**src/rtl/multicycle_uc.sv**
```systemverilog
// multicycle_uc: main control FSM for the multicycle RV32I-subset datapath.
// Sequences fetch, decode, execute, memory access and write-back, drives the
// datapath selects/strobes and stalls on the memory ready handshake.
module multicycle_uc #(
  parameter logic [6:0] OPC_R  = 7'b0110011,
  parameter logic [6:0] OPC_I  = 7'b0010011,
  parameter logic [6:0] OPC_LD = 7'b0000011,
  parameter logic [6:0] OPC_ST = 7'b0100011,
  parameter logic [6:0] OPC_BR = 7'b1100011
) (
  input  logic        clk,
  input  logic        rst_n,
  input  logic [6:0]  opcode,
  input  logic        branch,
  input  logic        mem_ready,
  output logic        mem_read,
  output logic        mem_write,
  output logic        iord,
  output logic        ir_write,
  output logic        pc_write,
  output logic        pc_src,
  output logic [1:0]  alu_src_a,
  output logic [1:0]  alu_src_b,
  output logic [1:0]  aluOp,
  output logic        reg_write,
  output logic        mem_to_reg,
  output logic        illegal,
  output logic [31:0] instr_count,
  output logic [3:0]  state
);

  typedef enum logic [3:0] {
    S_FETCH  = 4'd0,
    S_DECODE = 4'd1,
    S_ADDR   = 4'd2,
    S_MEM_RD = 4'd3,
    S_MEM_WR = 4'd4,
    S_WB_MEM = 4'd5,
    S_EXEC_R = 4'd6,
    S_EXEC_I = 4'd7,
    S_WB_ALU = 4'd8,
    S_BRANCH = 4'd9
  } state_t;

  state_t      state_reg;
  state_t      state_next;
  logic [31:0] count_reg;

  // State register and fetched-instruction counter, cleared by synchronous reset
  always_ff @(posedge clk) begin
    if (!rst_n) begin
      state_reg <= S_FETCH;
      count_reg <= 32'd0;
    end else begin
      state_reg <= state_next;
      if (state_reg == S_FETCH && mem_ready) begin
        count_reg <= count_reg + 32'd1;
      end
    end
  end

  // Next-state logic; memory states hold until mem_ready, stray encodings recover to FETCH
  always_comb begin
    state_next = S_FETCH;
    case (state_reg)
      S_FETCH:  state_next = mem_ready ? S_DECODE : S_FETCH;
      S_DECODE: begin
        if (opcode == OPC_R)                          state_next = S_EXEC_R;
        else if (opcode == OPC_I)                     state_next = S_EXEC_I;
        else if (opcode == OPC_LD || opcode == OPC_ST) state_next = S_ADDR;
        else if (opcode == OPC_BR)                    state_next = S_BRANCH;
        else                                          state_next = S_FETCH;
      end
      S_ADDR:   state_next = (opcode == OPC_LD) ? S_MEM_RD : S_MEM_WR;
      S_MEM_RD: state_next = mem_ready ? S_WB_MEM : S_MEM_RD;
      S_MEM_WR: state_next = mem_ready ? S_FETCH : S_MEM_WR;
      S_WB_MEM: state_next = S_FETCH;
      S_EXEC_R: state_next = S_WB_ALU;
      S_EXEC_I: state_next = S_WB_ALU;
      S_WB_ALU: state_next = S_FETCH;
      S_BRANCH: state_next = S_FETCH;
      default:  state_next = S_FETCH;
    endcase
  end

  // Output decode from state; everything held at 0 while reset is asserted
  always_comb begin
    mem_read   = 1'b0;
    mem_write  = 1'b0;
    iord       = 1'b0;
    ir_write   = 1'b0;
    pc_write   = 1'b0;
    pc_src     = 1'b0;
    alu_src_a  = 2'b00;
    alu_src_b  = 2'b00;
    aluOp      = 2'b00;
    reg_write  = 1'b0;
    mem_to_reg = 1'b0;
    illegal    = 1'b0;
    if (rst_n) begin
      case (state_reg)
        S_FETCH: begin
          mem_read = 1'b1;
          if (mem_ready) begin
            ir_write  = 1'b1;
            pc_write  = 1'b1;
            alu_src_b = 2'b01;
          end
        end
        S_DECODE: begin
          alu_src_a = 2'b01;
          alu_src_b = 2'b10;
          illegal   = !(opcode == OPC_R || opcode == OPC_I || opcode == OPC_LD ||
                        opcode == OPC_ST || opcode == OPC_BR);
        end
        S_ADDR: begin
          alu_src_a = 2'b10;
          alu_src_b = 2'b10;
        end
        S_MEM_RD: begin
          mem_read = 1'b1;
          iord     = 1'b1;
        end
        S_MEM_WR: begin
          mem_write = 1'b1;
          iord      = 1'b1;
        end
        S_WB_MEM: begin
          reg_write  = 1'b1;
          mem_to_reg = 1'b1;
        end
        S_EXEC_R: begin
          alu_src_a = 2'b10;
          aluOp     = 2'b10;
        end
        S_EXEC_I: begin
          alu_src_a = 2'b10;
          alu_src_b = 2'b10;
          aluOp     = 2'b01;
        end
        S_WB_ALU: begin
          reg_write = 1'b1;
        end
        S_BRANCH: begin
          alu_src_a = 2'b10;
          pc_src    = 1'b1;
          pc_write  = branch;
        end
        default: begin
        end
      endcase
    end
  end

  assign instr_count = count_reg;
  assign state       = state_reg;

endmodule

```
**config.mk**
```make
export PLATFORM = sky130hd
export DESIGN_NAME = multicycle_uc
export DESIGN_NICKNAME = d
export VERILOG_FILES = /design/src/rtl/multicycle_uc.sv
export SDC_FILE = /design/constraint.sdc
export NUM_CORES = 1
export LEC_CHECK = 0
export ABC_AREA = 1
export CAP_MARGIN = 20
export CORE_UTILIZATION = 28
export CTS_CLUSTER_SIZE = 28
export DETAILED_ROUTE_END_ITERATION = 7
export GPL_TIMING_DRIVEN = 0
export HOLD_SLACK_MARGIN = 0.02
export PLACE_DENSITY = 0.57
export SYNTH_ARGS = -nofsm -noshare
export SYNTH_HDL_FRONTEND = slang
export SYNTH_SLANG_ARGS = --single-unit
```
**constraint.sdc**
```tcl
create_clock -name clk -period 1.98 [get_ports clk]
set_clock_uncertainty 0.05 [all_clocks]
set_input_delay 0.495 -clock clk [delete_from_list [all_inputs] [get_ports clk]]
set_output_delay 0.495 -clock clk [all_outputs]
set_load 0.02 [all_outputs]
```
# After elaboration in Yosys (flattened, before gate mapping)
# Cells that the tools add are included.
# word_totals
reg_bits	36
inputBits	11
out_inout_bits	51
word_cells	66
# op_classes
n_addsub	1
eq_ne	14
muxes	35
reduce_logical	14
# ops
cell	n
32-bit by 1-bit adder with 32-bit output (second input constant)	1
4-bit case mux with 6 select lines	1
1-bit two-way mux	20
4-bit by 3-bit == test with 1-bit output (second input constant)	4
4-bit two-way mux	4
7-bit by 6-bit == test with 1-bit output (second input constant)	2
2-bit case mux with 2 select lines	3
3-bit two-way mux	3
4-bit by 2-bit == test with 1-bit output (second input constant)	2
4-bit == test (second input constant)	2
2-bit OR reduction	4
7-bit by 2-bit == test with 1-bit output (second input constant)	1
7-bit by 5-bit == test with 1-bit output (second input constant)	1
7-bit == test (second input constant)	1
2-bit two-way mux	3
1-bit logical OR	5
4-bit by 1-bit == test with 1-bit output (second input constant)	1
4-bit zero test	1
4-bit OR reduction	1
3-bit OR reduction	1
1-bit case mux with 2 select lines	1
1-bit logical AND	1
1-bit zero test	1

# Depth between registers and ports, before layout
# logic_depth
word_depth	8
ltp_mapped	10
mapped_depth_nobuf	10

# Least setup slack after synthesis
# No wires, ideal clock.
# synth_timing
kind	input -> output
startpoint	input rst_n
endpoint	output illegal
arrival_ns	1.628
setup_slack_ns	-0.193
cell_stages	3
path_cell_list	clkbuf_1 -> clkinv_1 -> nor4_1
# synth_between
elab_chain_len	1
# synth_lines
element	line_no	rtl
from (decl)	12	input logic rst_n,
1-bit two-way mux	100	if (rst_n) begin
to (decl)	27	output logic illegal,
# No other way between the ends.

# Worst setup path after layout
# layout_timing
startpoint	register state_reg[3] (netlist: state[3])
endpoint	output illegal
# layout_between
elab_chain_len	3
# layout_lines
element	line_no	rtl
from (decl)	45	state_t state_reg;
from (signal assigned)	55	state_reg <= state_next;
4-bit by 1-bit == test with 1-bit output	101	case (state_reg)
1-bit two-way mux	101	
1-bit two-way mux	100	
# No other way between the ends.

==> results.md <==
* CP Class: flop to primary output
* Area of all sequential standard cells at between 700 and 800 um^2
* Cell with the most instances after synthesis: sky130_fd_sc_hd__nand2_1
* Yosys warnings at 0
* Via count at roughly 2400
* Number of DRC markers after the initial detailed-route iteration at 89
* Post-DP HPWL at ~4800 um
* Syn Area/Cell at around 6.5 um^2
* Average via count per standard cell at 4.532
* Highest-utilization routing layer at the global route stage: met2
* Switching Share at 0.2704
* List of most frequent post-synthesis cells: 78 x sky130_fd_sc_hd__nand2_1, 62 x sky130_fd_sc_hd__nor2_1, 50 x sky130_fd_sc_hd__inv_1
* First-pass GRT wire length at about 11000 um
* Post-synthesis cell type count at 31
* Multi-input gate area at between 1000 and 1500 um^2
* Layout area overhead at 48.24%
* Count of pins on the block boundary at 62
* Clock-pin transition on the worst setup and hold timing paths at 0.08 ns
* Number of antenna violations at the first check in global routing at 0
* Number of enable flip-flop cells after synthesis at 0
* Mean routed wirelength per cell at ~12 um
* Leak pwr at between 0.001 and 0.0015 uW
* Crit path launch type: flop
* Share of cells above drive strength 1 at 0.2212
* Post-route minimum period at around 2 ns
* Combined area of all synthesized cells at roughly 2200 um^2
* Part of the cycle the worst path needs at 1.012
* Total GRT Usage at 0.1576
* Grt met2 use at 0.2644
* Post-synthesis share of cell area spent on xor and xnor gates at 0.007817
* Max-slew headroom at the worst pin at 0.6535
* Power share of the clock group at 0.370
* Die extent in x at 91.46 um
* Placement Setup Slack at -0.8906 ns
* Post-Synth Adder-Cell Area at 0.005583
* Power share of the sequential group at 0.515
* Number of setup violations in the final report at 3
* Endpoint of the worst hold path: instr_count[7]
* First-pass detailed-route iteration total at 4
* Remaining antenna violation count after routing at 0
* Clock Path Buffers at 2
* Synth Instances at between 300 and 400
* Power Total at between 1000 and 1500 uW
* Ant diodes at 0
* Number of hold violations in the final report at 0
* Die Span Y at between 90 and 100 um
* Sequential-to-total area share from yosys stat at 0.3216
* Vias in the first global route at 2225
* Die Footprint at 8365 um^2
* Number of nets in the synthesized netlist at 359
* Max-slew violation count at 0
* Cell Rows at 32
* Mux share of post-synthesis cell area at 0
* Power share of the combinational group at 0.115
* Synth async-reset ratio at 0
* Cts-stage hold buffer count at 0
* Area after DPL at between 2000 and 3000 um^2
* Transition at the pin with the smallest max-transition slack at about 0.52 ns
* Min Hold Slack at 0.4513 ns
* Post-layout instance area at 3322 um^2
* Area share of and/or/nand/nor cells after synthesis at 0.4640
* Compound-gate portion of the synthesized area at 0.1050
* Net count of the finished layout at about 450
* Fillcell total at 831
* Outcome: finished with violations
* Top achievable clock speed at around 500 MHz
* Source of the worst hold timing path: instr_count[7]
* Arrival @ worst endpoint at 1.46 ns
* Floorplan Core Area at 7727 um^2
* Hold depth at 2
* Crit path setup slack, layout at -0.02400 ns
* Number of sinks on the clock net at 36
* Effective utilization at floorplan at 0.2900
* Total wire length at 6503 um
* Critical path required time at between 1 and 1.5 ns
* Hold Crit Class: flop to flop
* Kind of capture point of the worst setup path: primary output
* RSZ-0062 raised after global routing: true
* Fraction of post-synthesis cell area in the top cell type by area at 0.3216
* Flop and latch count out of synthesis at 36
* Maximum fanout encountered on the critical timing path at 4
* Clock Latency Late Sink at ~0.29 ns
* Critical R2R Capture: instr_count[19]
* VDD IR-drop max at 0.1815 mV
* Setup slack on the worst flop-to-flop path at approximately 0.26 ns
* Sw power at 384.6 uW
* Gpl congestion at about 0.8
* Most used DFF post-synth: sky130_fd_sc_hd__dfxtp_1
* Combinational family with the most area after synthesis: simple AND/OR/NAND/NOR gates
* Reg2reg path depth at 9
* Top cell type by total area after synthesis: sky130_fd_sc_hd__dfxtp_1
* Maximum number of pins on one net before global-route repair at 13
* CTS tree: done
* Top cells by area, synth: sky130_fd_sc_hd__dfxtp_1 32%, sky130_fd_sc_hd__nand2_1 13%, sky130_fd_sc_hd__nor2_1 10%, sky130_fd_sc_hd__inv_1 8.4%, sky130_fd_sc_hd__a21oi_1 6.5%
* PortBufs at 60
* Reg2reg start: state[3]
* CTS Root Cell: sky130_fd_sc_hd__clkbuf_8
* Count of unresolved DRC violations after routing at 0
* Violated checks: setup timing
* Global route overflow at 0
* Max-cap violations at 0
* Met1 capacity usage during global routing at 0.2075
* Power Density at 428.2 nW/um^2
* Max reg flops at 32
* Number of levels the H-tree was split into at 2
* Met3 Use GR at 0.03015
* Internal Dissipation at approximately 1000 uW
* TritonCTS Buffers at 5
critical path, stage by stage, from the launching register on:
cell and delay, ns:
sky130_fd_sc_hd__dfxtp_4 0.37, sky130_fd_sc_hd__nor2_4 0.18, sky130_fd_sc_hd__buf_6 0.13, sky130_fd_sc_hd__nand2_4 0.06
sky130_fd_sc_hd__nor4_4 0.24, sky130_fd_sc_hd__buf_4 0.18
power groups by stage:
stage          registers, uW  logic [uW]  clock network, uW
6_report                 732         164                526
5_1_grt                  733         179                575
4_1_cts                  735         155                544
3_5_place_dp             754         143                  0
3_3_place_gp             753         142                  0
2_1_floorplan            758        73.1                  0
worst max path at each step:
stage,start,end,cells after the start
2_1_floorplan,rst_n,alu_src_a[1],4
3_3_place_gp,rst_n,iord,5
6_report,state[3],illegal,5
5_1_grt,state[1],alu_src_a[1],7
3_5_place_dp,rst_n,aluOp[0],5
4_1_cts,state[2],iord,6
logic make-up (layout without fill, tap and decap cells):
group | Yosys count | in the layout
DFF | 36 | 36
adders and majority gates | 1 | 1
xor gates and xnor gates | 2 | 2
AOI/OAI and AO/OA | 44 | 44
and+or+nand+nor | 207 | 207
buffers and inverters | 57 | 144
metal layers:
metal / wire length [um] / up-vias / part of all wire
met2: 3049 / 54 / 0.47
li1: - / 1288 / -
met4: 65 / 0 / 0.010
met3: 296 / 7 / 0.046
met5: 0 / - / 0
met1: 3091 / 1080 / 0.48
cell usage in the layout, fill, tap and decap left out, types with 3 or more instances in the layout:
| cell | n |
|---|---|
| sky130_fd_sc_hd__nand2_1 | 77 |
| sky130_fd_sc_hd__nor2_1 | 54 |
| sky130_fd_sc_hd__inv_1 | 45 |
| sky130_fd_sc_hd__dfxtp_1 | 32 |
| sky130_fd_sc_hd__clkdlybuf4s50_1 | 30 |
| sky130_fd_sc_hd__a21oi_1 | 27 |
| sky130_fd_sc_hd__buf_4 | 20 |
| sky130_fd_sc_hd__nand3_1 | 18 |
| sky130_fd_sc_hd__nor2_4 | 12 |
| sky130_fd_sc_hd__nand4_1 | 10 |
| sky130_fd_sc_hd__o21ai_0 | 10 |
| sky130_fd_sc_hd__nor2_2 | 8 |
| sky130_fd_sc_hd__dlygate4sd2_1 | 8 |
| sky130_fd_sc_hd__dlymetal6s2s_1 | 7 |
| sky130_fd_sc_hd__inv_2 | 6 |
| sky130_fd_sc_hd__nor3_1 | 6 |
| sky130_fd_sc_hd__buf_2 | 5 |
| sky130_fd_sc_hd__clkbuf_8 | 5 |
| sky130_fd_sc_hd__buf_6 | 5 |
| sky130_fd_sc_hd__nand3_2 | 4 |
| sky130_fd_sc_hd__dfxtp_4 | 4 |
| sky130_fd_sc_hd__clkbuf_4 | 3 |
| sky130_fd_sc_hd__nand3_4 | 3 |
| sky130_fd_sc_hd__nand2_2 | 3 |
| sky130_fd_sc_hd__and3_1 | 3 |
repair_timing:
item,4_1_cts,5_1_grt
pin swaps,9,7
setup buffers,13,6
resized for setup,96,32
setup endpoints to repair,15,21
metrics by stage:
stage	std cells	util	setup TNS [ns]
after CTS	530	0.4177	-0.001422
after floorplan	347	-	-0.2288
after global routing	536	0.4299	-0.5052
final	536	0.4299	-0.02975
after detailed placement	509	0.3850	-14.94
after global placement	509	0.3850	-14.27
cell type report:
type / count / share of cell area
Multi-Input combinational cell: 254 / 0.4222
Timing Repair Buffer: 79 / 0.2218
Sequential cell: 36 / 0.2215
Inverter: 52 / 0.06026
Tap cell: 102 / 0.03842
Clock buffer: 5 / 0.02072
Buffer: 5 / 0.009416
Clock inverter: 3 / 0.005650
Power figures use the tool's default switching activity.
